### src/rtl/uart_tx_arbiter_if.sv
// Handshake bundle between the requesters, UartTX and uart_tx_arbiter.
// The arbiter uses the slave modport; the requester/TX side uses master.
interface uart_tx_arbiter_if #(
  parameter int NREQ = 4
);
  logic [NREQ-1:0]   reqIN;
  logic [8*NREQ-1:0] dataIN;
  logic [NREQ-1:0]   grantOUT;
  logic [NREQ-1:0]   ackOUT;
  logic [7:0]        txDataOUT;
  logic              txSendOUT;
  logic              txNBusyIN;
  logic              busyOUT;
  logic              errOUT;

  modport slave (
    input  reqIN, dataIN, txNBusyIN,
    output grantOUT, ackOUT, txDataOUT, txSendOUT, busyOUT, errOUT
  );

  modport master (
    output reqIN, dataIN, txNBusyIN,
    input  grantOUT, ackOUT, txDataOUT, txSendOUT, busyOUT, errOUT
  );
endinterface

### src/rtl/uart_tx_arbiter.sv
// Round-robin arbiter sharing one UartTX between NREQ byte producers.
// Optional per-phase watchdog is enabled by defining UART_ARB_TIMEOUT_EN.
module uart_tx_arbiter #(
  parameter int NREQ    = 4,
  parameter int TIMEOUT = 64
) (
  input  logic             baudClkX2,
  input  logic             resetIN,
  uart_tx_arbiter_if.slave bus
);
  localparam int PW = $clog2(NREQ);

  typedef enum logic [1:0] {IDLE, SEND, DONE, RELEASE} state_e;

  if (NREQ < 2 || NREQ > 8 || TIMEOUT < 1 || TIMEOUT > 256) begin : g_bad_cfg
    $error("uart_tx_arbiter: NREQ must be 2..8 and TIMEOUT 1..256");
  end

  state_e          state_q, state_d;
  logic [NREQ-1:0] grant_q, grant_d;
  logic [NREQ-1:0] ack_q, ack_d;
  logic [7:0]      data_q, data_d;
  logic            send_q, send_d;
  logic            busy_q, busy_d;
  logic            err_q, err_d;
  logic [PW-1:0]   ptr_q, ptr_d;
  logic [PW-1:0]   owner_q, owner_d;

  logic [PW-1:0]   pick;
  logic            found;
  logic [PW-1:0]   next_ptr;
  logic            timeout_hit;

  // Search starts at ptr and wraps, so the last owner is considered last.
  always_comb begin
    int idx;
    idx   = 0;
    pick  = ptr_q;
    found = 1'b0;
    for (int k = 0; k < NREQ; k++) begin
      idx = int'(ptr_q) + k;
      if (idx >= NREQ) idx = idx - NREQ;
      if (!found && bus.reqIN[idx]) begin
        found = 1'b1;
        pick  = idx[PW-1:0];
      end
    end
  end

  assign next_ptr = (owner_q == PW'(NREQ - 1)) ? '0 : owner_q + 1'b1;

`ifdef UART_ARB_TIMEOUT_EN
  logic [7:0] cnt_q, cnt_d;

  assign timeout_hit = (cnt_q == 8'(TIMEOUT - 1));

  // Counter restarts on every state change, so SEND and DONE each get a full budget.
  always_comb begin
    cnt_d = '0;
    if ((state_q == SEND || state_q == DONE) && state_d == state_q) cnt_d = cnt_q + 8'd1;
  end

  always_ff @(posedge baudClkX2) begin
    if (resetIN) cnt_q <= '0;
    else         cnt_q <= cnt_d;
  end
`else
  assign timeout_hit = 1'b0;
`endif

  // NOTE: every signal written here gets a default first, so no path leaves one unassigned and infers a latch.
  always_comb begin
    state_d = state_q;
    grant_d = grant_q;
    ack_d   = '0;
    data_d  = data_q;
    send_d  = send_q;
    err_d   = 1'b0;
    ptr_d   = ptr_q;
    owner_d = owner_q;

    case (state_q)
      IDLE: begin
        if (bus.txNBusyIN && found) begin
          grant_d       = '0;
          grant_d[pick] = 1'b1;
          data_d        = bus.dataIN[8*pick +: 8];
          send_d        = 1'b1;
          owner_d       = pick;
          state_d       = SEND;
        end
      end
      SEND: begin
        if (!bus.txNBusyIN) begin
          state_d = DONE;
        end else if (timeout_hit) begin
          send_d  = 1'b0;
          grant_d = '0;
          err_d   = 1'b1;
          ptr_d   = next_ptr;
          state_d = RELEASE;
        end
      end
      DONE: begin
        if (bus.txNBusyIN) begin
          send_d         = 1'b0;
          grant_d        = '0;
          ack_d[owner_q] = 1'b1;
          ptr_d          = next_ptr;
          state_d        = RELEASE;
        end else if (timeout_hit) begin
          send_d  = 1'b0;
          grant_d = '0;
          err_d   = 1'b1;
          ptr_d   = next_ptr;
          state_d = RELEASE;
        end
      end
      RELEASE: state_d = IDLE;
      default: state_d = IDLE;
    endcase

    busy_d = (state_d != IDLE);
  end

  // NOTE: non-blocking assignments make every flop update from pre-edge values, independent of statement order.
  always_ff @(posedge baudClkX2) begin
    if (resetIN) begin
      state_q <= IDLE;
      grant_q <= '0;
      ack_q   <= '0;
      data_q  <= 8'h00;
      send_q  <= 1'b0;
      busy_q  <= 1'b0;
      err_q   <= 1'b0;
      ptr_q   <= '0;
      owner_q <= '0;
    end else begin
      state_q <= state_d;
      grant_q <= grant_d;
      ack_q   <= ack_d;
      data_q  <= data_d;
      send_q  <= send_d;
      busy_q  <= busy_d;
      err_q   <= err_d;
      ptr_q   <= ptr_d;
      owner_q <= owner_d;
    end
  end

  assign bus.grantOUT  = grant_q;
  assign bus.ackOUT    = ack_q;
  assign bus.txDataOUT = data_q;
  assign bus.txSendOUT = send_q;
  assign bus.busyOUT   = busy_q;
  assign bus.errOUT    = err_q;
endmodule

### src/flat_wrapper.sv
// flat-port wrapper written by rule: the top's interface ports become plain ports
module uart_tx_arbiter_flat 
#(
  parameter int NREQ    = 4,
  parameter int TIMEOUT = 64
)
  (baudClkX2, resetIN, bus_reqIN, bus_dataIN, bus_txNBusyIN, bus_grantOUT, bus_ackOUT, bus_txDataOUT, bus_txSendOUT, bus_busyOUT, bus_errOUT);
  uart_tx_arbiter_if #(.NREQ(NREQ)) bus_i ();
  input  logic baudClkX2;
  input  logic resetIN;
  input wire logic [$bits(bus_i.reqIN)-1:0] bus_reqIN;
  input wire logic [$bits(bus_i.dataIN)-1:0] bus_dataIN;
  input wire logic [$bits(bus_i.txNBusyIN)-1:0] bus_txNBusyIN;
  output wire logic [$bits(bus_i.grantOUT)-1:0] bus_grantOUT;
  output wire logic [$bits(bus_i.ackOUT)-1:0] bus_ackOUT;
  output wire logic [$bits(bus_i.txDataOUT)-1:0] bus_txDataOUT;
  output wire logic [$bits(bus_i.txSendOUT)-1:0] bus_txSendOUT;
  output wire logic [$bits(bus_i.busyOUT)-1:0] bus_busyOUT;
  output wire logic [$bits(bus_i.errOUT)-1:0] bus_errOUT;
  assign bus_i.reqIN = bus_reqIN;
  assign bus_i.dataIN = bus_dataIN;
  assign bus_i.txNBusyIN = bus_txNBusyIN;
  assign bus_grantOUT = bus_i.grantOUT;
  assign bus_ackOUT = bus_i.ackOUT;
  assign bus_txDataOUT = bus_i.txDataOUT;
  assign bus_txSendOUT = bus_i.txSendOUT;
  assign bus_busyOUT = bus_i.busyOUT;
  assign bus_errOUT = bus_i.errOUT;
  uart_tx_arbiter #(.NREQ(NREQ), .TIMEOUT(TIMEOUT)) u_core (.baudClkX2(baudClkX2), .resetIN(resetIN), .bus(bus_i));
endmodule
### config.mk
export PLATFORM = sky130hd
export DESIGN_NAME = uart_tx_arbiter_flat
export DESIGN_NICKNAME = d
export VERILOG_FILES = /design/src/rtl/uart_tx_arbiter_if.sv /design/src/rtl/uart_tx_arbiter.sv /design/src/flat_wrapper.sv
export SDC_FILE = /design/constraint.sdc
export NUM_CORES = 1
export LEC_CHECK = 0
export ABC_AREA = 0
export CELL_PAD_IN_SITES_DETAIL_PLACEMENT = 0
export CELL_PAD_IN_SITES_GLOBAL_PLACEMENT = 1
export CORE_ASPECT_RATIO = 1.25
export CORE_UTILIZATION = 27
export DETAILED_ROUTE_END_ITERATION = 10
export GPL_ROUTABILITY_DRIVEN = 1
export MAX_ROUTING_LAYER = met4
export PLACE_DENSITY_LB_ADDON = 0.12
export SLEW_MARGIN = 5
export SYNTH_ARGS = -nofsm -noshare
export SYNTH_HDL_FRONTEND = slang
export SYNTH_SLANG_ARGS = --single-unit
### constraint.sdc
create_clock -name baudClkX2 -period 2 [get_ports baudClkX2]
set_clock_uncertainty 0.2 [all_clocks]
set_input_delay 0.6 -clock baudClkX2 [delete_from_list [all_inputs] [get_ports baudClkX2]]
set_output_delay 0.6 -clock baudClkX2 [all_outputs]
set_load 0.01 [all_outputs]
==> impl_metrics.tcl, run 1 <==
set metrics [dict create \
    outcome "finished clean" \
    ys_top_cells_by_count "24 x dfxtp_1, 18 x mux2i_1, 9 x a21oi_1, 9 x nand3b_1, 9 x nor2_1" \
    dr.first_iter.drc_count 28 \
    hold_viol_final 0 \
    numClockSinks 24 \
    fin_crit_sh_pct 98.1 \
    comb_power_share_pct 25.3 \
    p_int_mw 0.966 \
    diodes 0 \
    finalSetupTns_ns 0 \
    dr.pass1.iters 4 \
    utilization_pct 48.4 \
    grt_pass1_wl_mm 5.47 \
    cts_tree "done" \
    grt_pass1_vias 1257 \
    syn_area_per_cell_um2 9.91 \
    netlist.area_leader.share_pct 37.6 \
    hp-class "flop to flop" \
    dieArea_um2 5020 \
    initial_core_util_pct 28.7 \
    cp_max_fo 2 \
    dpl.hpwl_mm 2.51 \
    grt.overflow.total 0 \
    drcViolationCount 0 \
    setup_violations 0 \
    pwr-share-clk_pct 33.6 \
    synth_area_leaders "dfxtp_1 38%, mux2i_1 14%, o221ai_1 5.5%" \
    place.gp.congestion 0.726 \
    path_buf_inv 1 \
    yosysMostFrequentCell "dfxtp_1" \
    drive_above_1_share_pct 23.1 \
    worstSetupEndpointType "output port" \
    worstSetupPathType "flop to output port" \
    antenna_found_initial 0 \
    nets 239 \
    relSlewSlack_pct 67.0 \
    areaGrowthSynthToFinish_pct 68.9 \
    die-width_um 63.6 \
    grtUsageTotal_pct 14.4 \
    startpoint_type "flop" \
    critPathSlowestCell "clkdlybuf4s50_1" \
    portBuffers 56 \
    async_flop_share_pct 0 \
    dp_slack_ns -0.662 \
    ir_drop_mv 0.294 \
    syn_inst 129 \
    final.setup.worst_slack_ns 0.0374 \
    routedWlPerCell_um 13.3 \
    ys.warnings.count 0 \
    ys_seq_area_share_pct 37.6 \
    synth-seq-cells 24 \
    max_freq_mhz 510 \
    core_um2 4460 \
    pwr-share-seq_pct 41.1 \
    clk_pin_slew_ns 0.09 \
    htreeDepth 1 \
    cts_inserted_buffers 3 \
    critPathTopFamily "buffers and inverters" \
    p_sw_mw 0.299 \
    hold_slack_ns 0.267 \
    synth_top_cell_by_area "dfxtp_1" \
    finalWirelength_mm 3.35 \
    yosysUniqueCellTypes 34 \
    synth_flop_cell "dfxtp_1" \
    cp.arrival_ns 1.16 \
    syn_nets 172 \
    power.density_nw_per_um2 586 \
    rows 27 \
    ant_nets 0 \
    worstMarginPinSlew_ns 0.483 \
    io_pins 58 \
    min_period_ns 1.96 \
    vias_per_cell 4.71 \
    synth.cell_area_um2 1280 \
    cts_root_buf "clkbuf_8" \
    p_total_mw 1.27 \
    rsz0062_at_grt "false" \
    crit_path_cell_trace "clkdlybuf4s50_1" \
    clock_latency_ns 0.26 \
    routed-via-count 1192 \
    swShare_pct 23.7 \
    grt_start_max_net_pins 20 \
    leakagePower_nw 0.892 \
    cts_buffer_depth 2 \
    drv_slew 0 \
    cpPeakStageDelay_ns 0.55 \
    die_y_um 78.9 \
    cp_data_required_time_ns 1.20 \
    cap_viol_max_count 0 \
    synth_enable_flop_cells 0 \
]
==> metal layers <==
metal | vias to the layer above | part of all wire, % | GRT usage, %
li1 | 596 | - | -
met1 | 534 | 40 | 15.0
met2 | 56 | 52 | 26.1
met3 | 6 | 7.0 | 3.16
met4 | 0 | 1.8 | 5.45
met5 | - | 0 | -
==> power groups by stage <==
| stage | combinational (mW) | clock [mW] | sequential (mW) |
|---|---|---|---|
| finish | 0.320 | 0.426 | 0.519 |
| global route | 0.343 | 0.455 | 0.523 |
| CTS | 0.315 | 0.433 | 0.521 |
| detailed placement | 0.300 | 0 | 0.531 |
| global placement | 0.296 | 0 | 0.531 |
| floorplan | 0.123 | 0 | 0.539 |
==> registers in the layout, indices dropped and copies added, names as in the netlist <==
name and flops:
u_core.bus.ackOUT 4, u_core.bus.busyOUT 1, u_core.bus.grantOUT 4, u_core.bus.txDataOUT 8, u_core.bus.txSendOUT 1, u_core.owner_q 2, u_core.ptr_q 2, u_core.state_q 2
==> cells by family after synthesis <==
| family | Yosys count | share of synthesized area [%] |
|---|---|---|
| buffers and inverters | 12 | 6.65 |
| other | 1 | 0.293 |
| adder cells (fa/ha/maj) | 4 | 3.91 |
| AO/OA/AOI/OAI | 23 | 14.9 |
| multiplexers | 18 | 14.1 |
| AND/OR/NAND/NOR | 47 | 22.6 |
| flip-flops | 24 | 37.6 |
==> worst paths after layout <==
kind                                                            from                             endpoint  slack (ns)  depth (start not counted)
worst min register to register   u_core.bus.grantOUT[2]$_SDFFE_PP0P_  u_core.bus.grantOUT[2]$_SDFFE_PP0P_        0.27                          2
worst min-delay path             u_core.bus.grantOUT[2]$_SDFFE_PP0P_  u_core.bus.grantOUT[2]$_SDFFE_PP0P_        0.27                          2
worst max register to register          u_core.ptr_q[1]$_SDFFE_PP0P_  u_core.bus.grantOUT[1]$_SDFFE_PP0P_        0.13                          7
worst max-delay path            u_core.bus.txDataOUT[7]$_SDFFE_PP0P_                     bus_txDataOUT[7]        0.04                          1
==> metrics by stage <==
stage,cells,instance area [µm²]
finish,253,2160
CTS,253,2110
global route,253,2160
global placement,246,1970
detailed placement,246,1970
floorplan,129,1280
==> cells in the final DEF, fill, tap and decap left out, drive strengths merged <==
cell type	instances
a2111oi	1
a21oi	10
and2	4
buf	17
bufinv	1
clkbuf	4
clkdlybuf4s50	47
conb	1
dfxtp	24
dlygate4sd2	1
dlymetal6s2s	4
ha	4
inv	4
mux2i	18
nand2	5
nand2b	1
nand3	6
nand3b	9
nor2	9
nor2b	4
nor3	3
nor3b	1
o21ai	2
o221a	1
o221ai	8
o41ai	1
or2	1
or3	1
or3b	2
or4	1
==> repair_timing <==
action                     4_1_cts  5_1_grt
hold buffers                     0        0
setup endpoints to repair       18       14
pin swaps                        3        7
gates cloned                     0        0
buffers inserted                 3        0
gates resized for setup         26       20
==> area by class of cell <==
| class | count | area, µm² |
|---|---|---|
| clock buffer | 3 | 41.3 |
| clock inverter | 1 | 30.0 |
| fill | 450 | 2300 |
| inverter | 4 | 15.0 |
| multi-input combinational | 93 | 802 |
| sequential | 24 | 484 |
| tap | 58 | 72.6 |
| timing repair buffer | 70 | 714 |
==> tightest hold or removal path, cell delays in order, from the launching register on <==
cell,delay (ns)
dfxtp_1,0.32
nand3_1,0.06
a21oi_1,0.05
No activity file was read; power rests on OpenSTA's default activity.
==> run 2, diff against run 1 <==
Settings changed: RECOVER_POWER set to 100.
==> run 2 against run 1 <==
Non-clock buffer count is the same. Clock-buffer cell count is the same. Critical path depth did not move. Fmax about the same. Largest power group unchanged. Total power is 0.31% lower.
==> impl_metrics.tcl, run 2 (synthesis gave the netlist of run 1 again) <==
set metrics [dict create \
    outcome "finished clean" \
    r2r-end "u_core.bus.grantOUT[1]$_SDFFE_PP0P_" \
    grtUsageTotal_pct 14.4 \
    critPathTopFamily "buffers and inverters" \
    finalWirelength_mm 3.37 \
    cts_buffer_depth 2 \
    min_from "u_core.bus.grantOUT[2]$_SDFFE_PP0P_" \
    p_total_mw 1.26 \
    grt_start_max_net_pins 20 \
    drive_above_1_share_pct 22.6 \
    setup_violations 0 \
    nets 239 \
    drcViolationCount 0 \
    cp_max_fo 2 \
    largest_reg_flops 8 \
    cap_viol_max_count 0 \
    cts_tree "done" \
    initial_core_util_pct 28.7 \
    dr.first_iter.drc_count 29 \
    dieArea_um2 5020 \
    portBuffers 56 \
    cts_root_buf "clkbuf_8" \
    core_um2 4460 \
    cpPeakStageDelay_ns 0.54 \
    antenna_found_initial 0 \
    routedWlPerCell_um 13.3 \
    drv_slew 0 \
    routed-via-count 1190 \
    min_period_ns 1.96 \
    leakagePower_nw 0.811 \
    final.setup.worst_slack_ns 0.0377 \
    die_y_um 78.9 \
    hold_viol_final 0 \
    die-width_um 63.6 \
    clk_pin_slew_ns 0.09 \
    r2r_setup_slack_ns 0.13 \
    numClockSinks 24 \
    crit_path_cell_trace "clkdlybuf4s50_1" \
    clock_latency_ns 0.26 \
    rows 27 \
    dpl.hpwl_mm 2.51 \
    worstReg2RegStart "u_core.ptr_q[1]$_SDFFE_PP0P_" \
    ctsHoldBuffers 0 \
    place.gp.congestion 0.726 \
    relSlewSlack_pct 67.0 \
    startpoint_type "flop" \
    hp-class "flop to flop" \
    cp_data_required_time_ns 1.20 \
    power.density_nw_per_um2 593 \
    r2r_cells 7 \
    whs_path_depth 2 \
    grt_pass1_wl_mm 5.47 \
    htreeDepth 1 \
    dp_slack_ns -0.662 \
    ir_drop_mv 0.287 \
    worstSetupPathType "flop to output port" \
    max_freq_mhz 510 \
    diodes 0 \
    dr.pass1.iters 4 \
    layout_common_cells "47 x clkdlybuf4s50_1, 23 x dfxtp_1, 14 x mux2i_1, 10 x buf_4" \
    path_buf_inv 1 \
    rsz0062_at_grt "false" \
    grt_pass1_vias 1257 \
    grt.overflow.total 0 \
    io_pins 58 \
    worstMarginPinSlew_ns 0.483 \
    worstSetupEndpointType "output port" \
    worstHoldEndpoint "u_core.bus.grantOUT[2]$_SDFFE_PP0P_" \
    layout_commonest_cell "clkdlybuf4s50_1" \
    cp.arrival_ns 1.16 \
    areaGrowthSynthToFinish_pct 66.4 \
    ant_nets 0 \
    cts_inserted_buffers 3 \
    critPathSlowestCell "clkdlybuf4s50_1" \
    fin_crit_sh_pct 98.1 \
    vias_per_cell 4.70 \
]
## run 2: cell types whose count changed in the layout (fill, tap and decap cells not counted), sizes merged
cell           before  now
buf                17   16
dlymetal6s2s        4    0
clkdlybuf4s25       0    3
clkbuf              4    6
## run 2: layer usage
| metal | vias up | track usage [%] | share of wire [%] |
|---|---|---|---|
| li1 | 597 | - | - |
| met1 | 531 | 15.0 | 41 |
| met2 | 56 | 26.1 | 51 |
| met3 | 6 | 3.16 | 6.7 |
| met4 | 0 | 5.45 | 1.8 |
| met5 | - | - | 0 |
## run 2: worst max-delay path by stage
stage,from,to,slack [ns],cells after the start
after CTS,u_core.bus.txDataOUT[6]$_SDFFE_PP0P_,bus_txDataOUT[6],0.02,1
final,u_core.bus.grantOUT[1]$_SDFFE_PP0P_,bus_grantOUT[1],0.04,1
after global routing,u_core.bus.grantOUT[2]$_SDFFE_PP0P_,bus_grantOUT[2],0.001,1
after floorplan,bus_reqIN[2],u_core.bus.grantOUT[3]$_SDFFE_PP0P_,0.05,6
after detailed placement,bus_reqIN[3],u_core.bus.txDataOUT[7]$_SDFFE_PP0P_,-0.66,6
after global placement,bus_reqIN[3],u_core.bus.txDataOUT[6]$_SDFFE_PP0P_,-0.59,6
## run 2: final cells by class
class,instances,area [µm²]
Inverter,4,15.0
Clock buffer,3,41.3
Tap cell,58,72.6
Fill cell,456,2330
Multi-Input combinational cell,93,800
Timing Repair Buffer,70,686
Sequential cell,24,484
Clock inverter,1,30.0
## run 2: power breakdown
part           switching (mW)  internal, mW
clock network           0.160         0.267
logic                   0.124         0.191
registers              0.0172         0.502
## run 2: metrics by stage
| step | setup TNS, ns | cells | utilization, % | hold WS [ns] | area (µm²) |
|---|---|---|---|---|---|
| finish | 0 | 253 | 47.7 | 0.267 | 2130 |
| global route | 0 | 253 | 47.7 | 0.284 | 2130 |
| CTS | 0 | 253 | 47.4 | 0.271 | 2110 |
| detailed placement | -9.78 | 246 | 44.3 | 0.257 | 1970 |
| global placement | -8.85 | 246 | 44.3 | 0.246 | 1970 |
| floorplan | 0 | 129 | - | 0.281 | 1280 |
## run 2: what timing repair did
| item | 4_1_cts | 5_1_grt |
|---|---|---|
| setup buffers | 3 | 0 |
| gates cloned | 0 | 0 |
| resized for setup | 26 | 20 |
| pin swaps | 3 | 7 |
| endpoints found under the setup margin | 18 | 14 |
==> run 3, diff against run 2 <==
Settings changed: CORE_UTILIZATION 27 to 28, CTS_BUF_LIST set to sky130_fd_sc_hd__clkbuf_8.
==> run 3 against run 2 <==
Wire length is 1.3% lower. Design area up 1.9%. Sequential cell count did not move. Largest cell class unchanged. Critical endpoint is now u_core.bus.txDataOUT[1]$_SDFFE_PP0P_. Non-clock buffer count is 5 higher. Critical path type is now primary input to flop.
==> impl_metrics.tcl, run 3 (synthesis gave the netlist of run 1 again) <==
set metrics [dict create \
    rsz0062_at_grt "true" \
    outcome "finished clean" \
    nets 244 \
    diodes 0 \
    worstSetupEndpointType "flop" \
    dpl.hpwl_mm 2.53 \
    cts_inserted_buffers 3 \
    swShare_pct 23.6 \
    layout_common_cells "44 x clkdlybuf4s50_1, 24 x dfxtp_1, 14 x mux2i_1, 10 x buf_4" \
    cp.arrival_ns 1.93 \
    clk_pin_slew_ns 0.09 \
    cts_tree "done" \
    dieArea_um2 4840 \
    finalWirelength_mm 3.32 \
    dr.first_iter.drc_count 45 \
    htreeDepth 1 \
    cp_data_required_time_ns 1.96 \
    power.density_nw_per_um2 588 \
    initial_core_util_pct 29.1 \
    cts_root_buf "clkbuf_8" \
    routedWlPerCell_um 12.9 \
    cap_viol_max_count 0 \
    leakagePower_nw 0.833 \
    hp-class "flop to flop" \
    layout_commonest_cell "clkdlybuf4s50_1" \
    ctsHoldBuffers 0 \
    p_int_mw 0.975 \
    cts_buffer_depth 2 \
    grt_pass1_vias 1256 \
    grtUsageTotal_pct 14.9 \
    die-width_um 62.4 \
    fin_crit_sh_pct 98.7 \
    ant_nets 0 \
    clock_latency_ns 0.27 \
    worstSetupPathType "primary input to flop" \
    startpoint_type "primary input" \
    max_freq_mhz 507 \
    vias_per_cell 4.75 \
    areaGrowthSynthToFinish_pct 69.6 \
    pwr-share-clk_pct 33.6 \
    place.gp.congestion 0.763 \
    p_total_mw 1.28 \
    drive_above_1_share_pct 21.0 \
    die_y_um 77.6 \
    io_pins 58 \
    grt_pass1_wl_mm 5.57 \
    drcViolationCount 0 \
    portBuffers 56 \
    rows 27 \
    cp_max_fo 7 \
    hold_viol_final 0 \
    ir_drop_mv 0.320 \
    grt_start_max_net_pins 15 \
    finalSetupTns_ns 0 \
    grt.overflow.total 0 \
    pwr-share-seq_pct 40.9 \
    min_period_ns 1.97 \
    setup_violations 0 \
    numClockSinks 24 \
    comb_power_share_pct 25.5 \
    largest_reg_flops 8 \
    routed-via-count 1226 \
    dr.pass1.iters 3 \
    p_sw_mw 0.301 \
    antenna_found_initial 0 \
    core_um2 4390 \
    drv_slew 0 \
]
## run 3: cell types whose count changed in the layout (fill, tap and decap cells not counted), sizes merged
cell | before | now
clkdlybuf4s25 | 3 | 6
buf | 16 | 21
clkdlybuf4s50 | 47 | 44
## run 3: repair_timing
| item | CTS | global route |
|---|---|---|
| buffers inserted | 5 | 0 |
| pin swaps | 7 | 2 |
| resized for setup | 40 | 9 |
| gates cloned | 1 | 0 |
| setup endpoints to repair | 17 | 11 |
## run 3: final cells by class
type	instances	area, µm²
clock inverter	1	30.0
clock buffer	3	41.3
timing repair buffer	75	754
multi-input combinational	93	774
inverter	4	15.0
sequential	24	480
tap	58	72.6
fill	453	2220
## run 3: path summary, 6_finish.rpt
path	cells after the start	end	slack, ns	startpoint
hold / removal	2	u_core.bus.grantOUT[2]$_SDFFE_PP0P_	0.27	u_core.bus.grantOUT[2]$_SDFFE_PP0P_
setup / recovery	9	u_core.bus.txDataOUT[1]$_SDFFE_PP0P_	0.03	bus_reqIN[0]
hold reg to reg	2	u_core.bus.grantOUT[2]$_SDFFE_PP0P_	0.27	u_core.bus.grantOUT[2]$_SDFFE_PP0P_
setup reg to reg	7	u_core.bus.txDataOUT[1]$_SDFFE_PP0P_	0.12	u_core.ptr_q[1]$_SDFFE_PP0P_
## run 3: power groups by stage
stage | logic, mW | clock network [mW] | registers (mW)
after floorplan | 0.123 | 0 | 0.539
after global placement | 0.288 | 0 | 0.531
after detailed placement | 0.292 | 0 | 0.531
after CTS | 0.332 | 0.442 | 0.521
after global routing | 0.350 | 0.472 | 0.525
final | 0.325 | 0.429 | 0.521
## run 3: layer usage
metal,share of wire (%),track usage [%],vias up
met5,0,-,-
met4,1.8,6.28,0
met3,6.0,2.06,5
met2,53,27.9,46
met1,39,15.2,565
li1,-,-,610
## run 3: critical path, stage by stage
cell and delay (ns):
buf_6 0.10, nor2b_4 0.12, buf_4 0.12, o21ai_2 0.14, o221a_4 0.23, buf_6 0.13, buf_12 0.13, mux2i_4 0.23
o221ai_2 0.12
## run 3: metrics by stage
step	cells	instance area (µm²)	worst slack, ns	hold WS [ns]	util (%)
after floorplan	129	1280	0.0480	0.281	-
after global placement	249	1980	-0.571	0.253	45.2
after detailed placement	249	1980	-0.657	0.266	45.2
after CTS	258	2180	0.0132	0.278	49.7
after global routing	258	2170	-0.00607	0.303	49.4
final	258	2170	0.0266	0.272	49.4
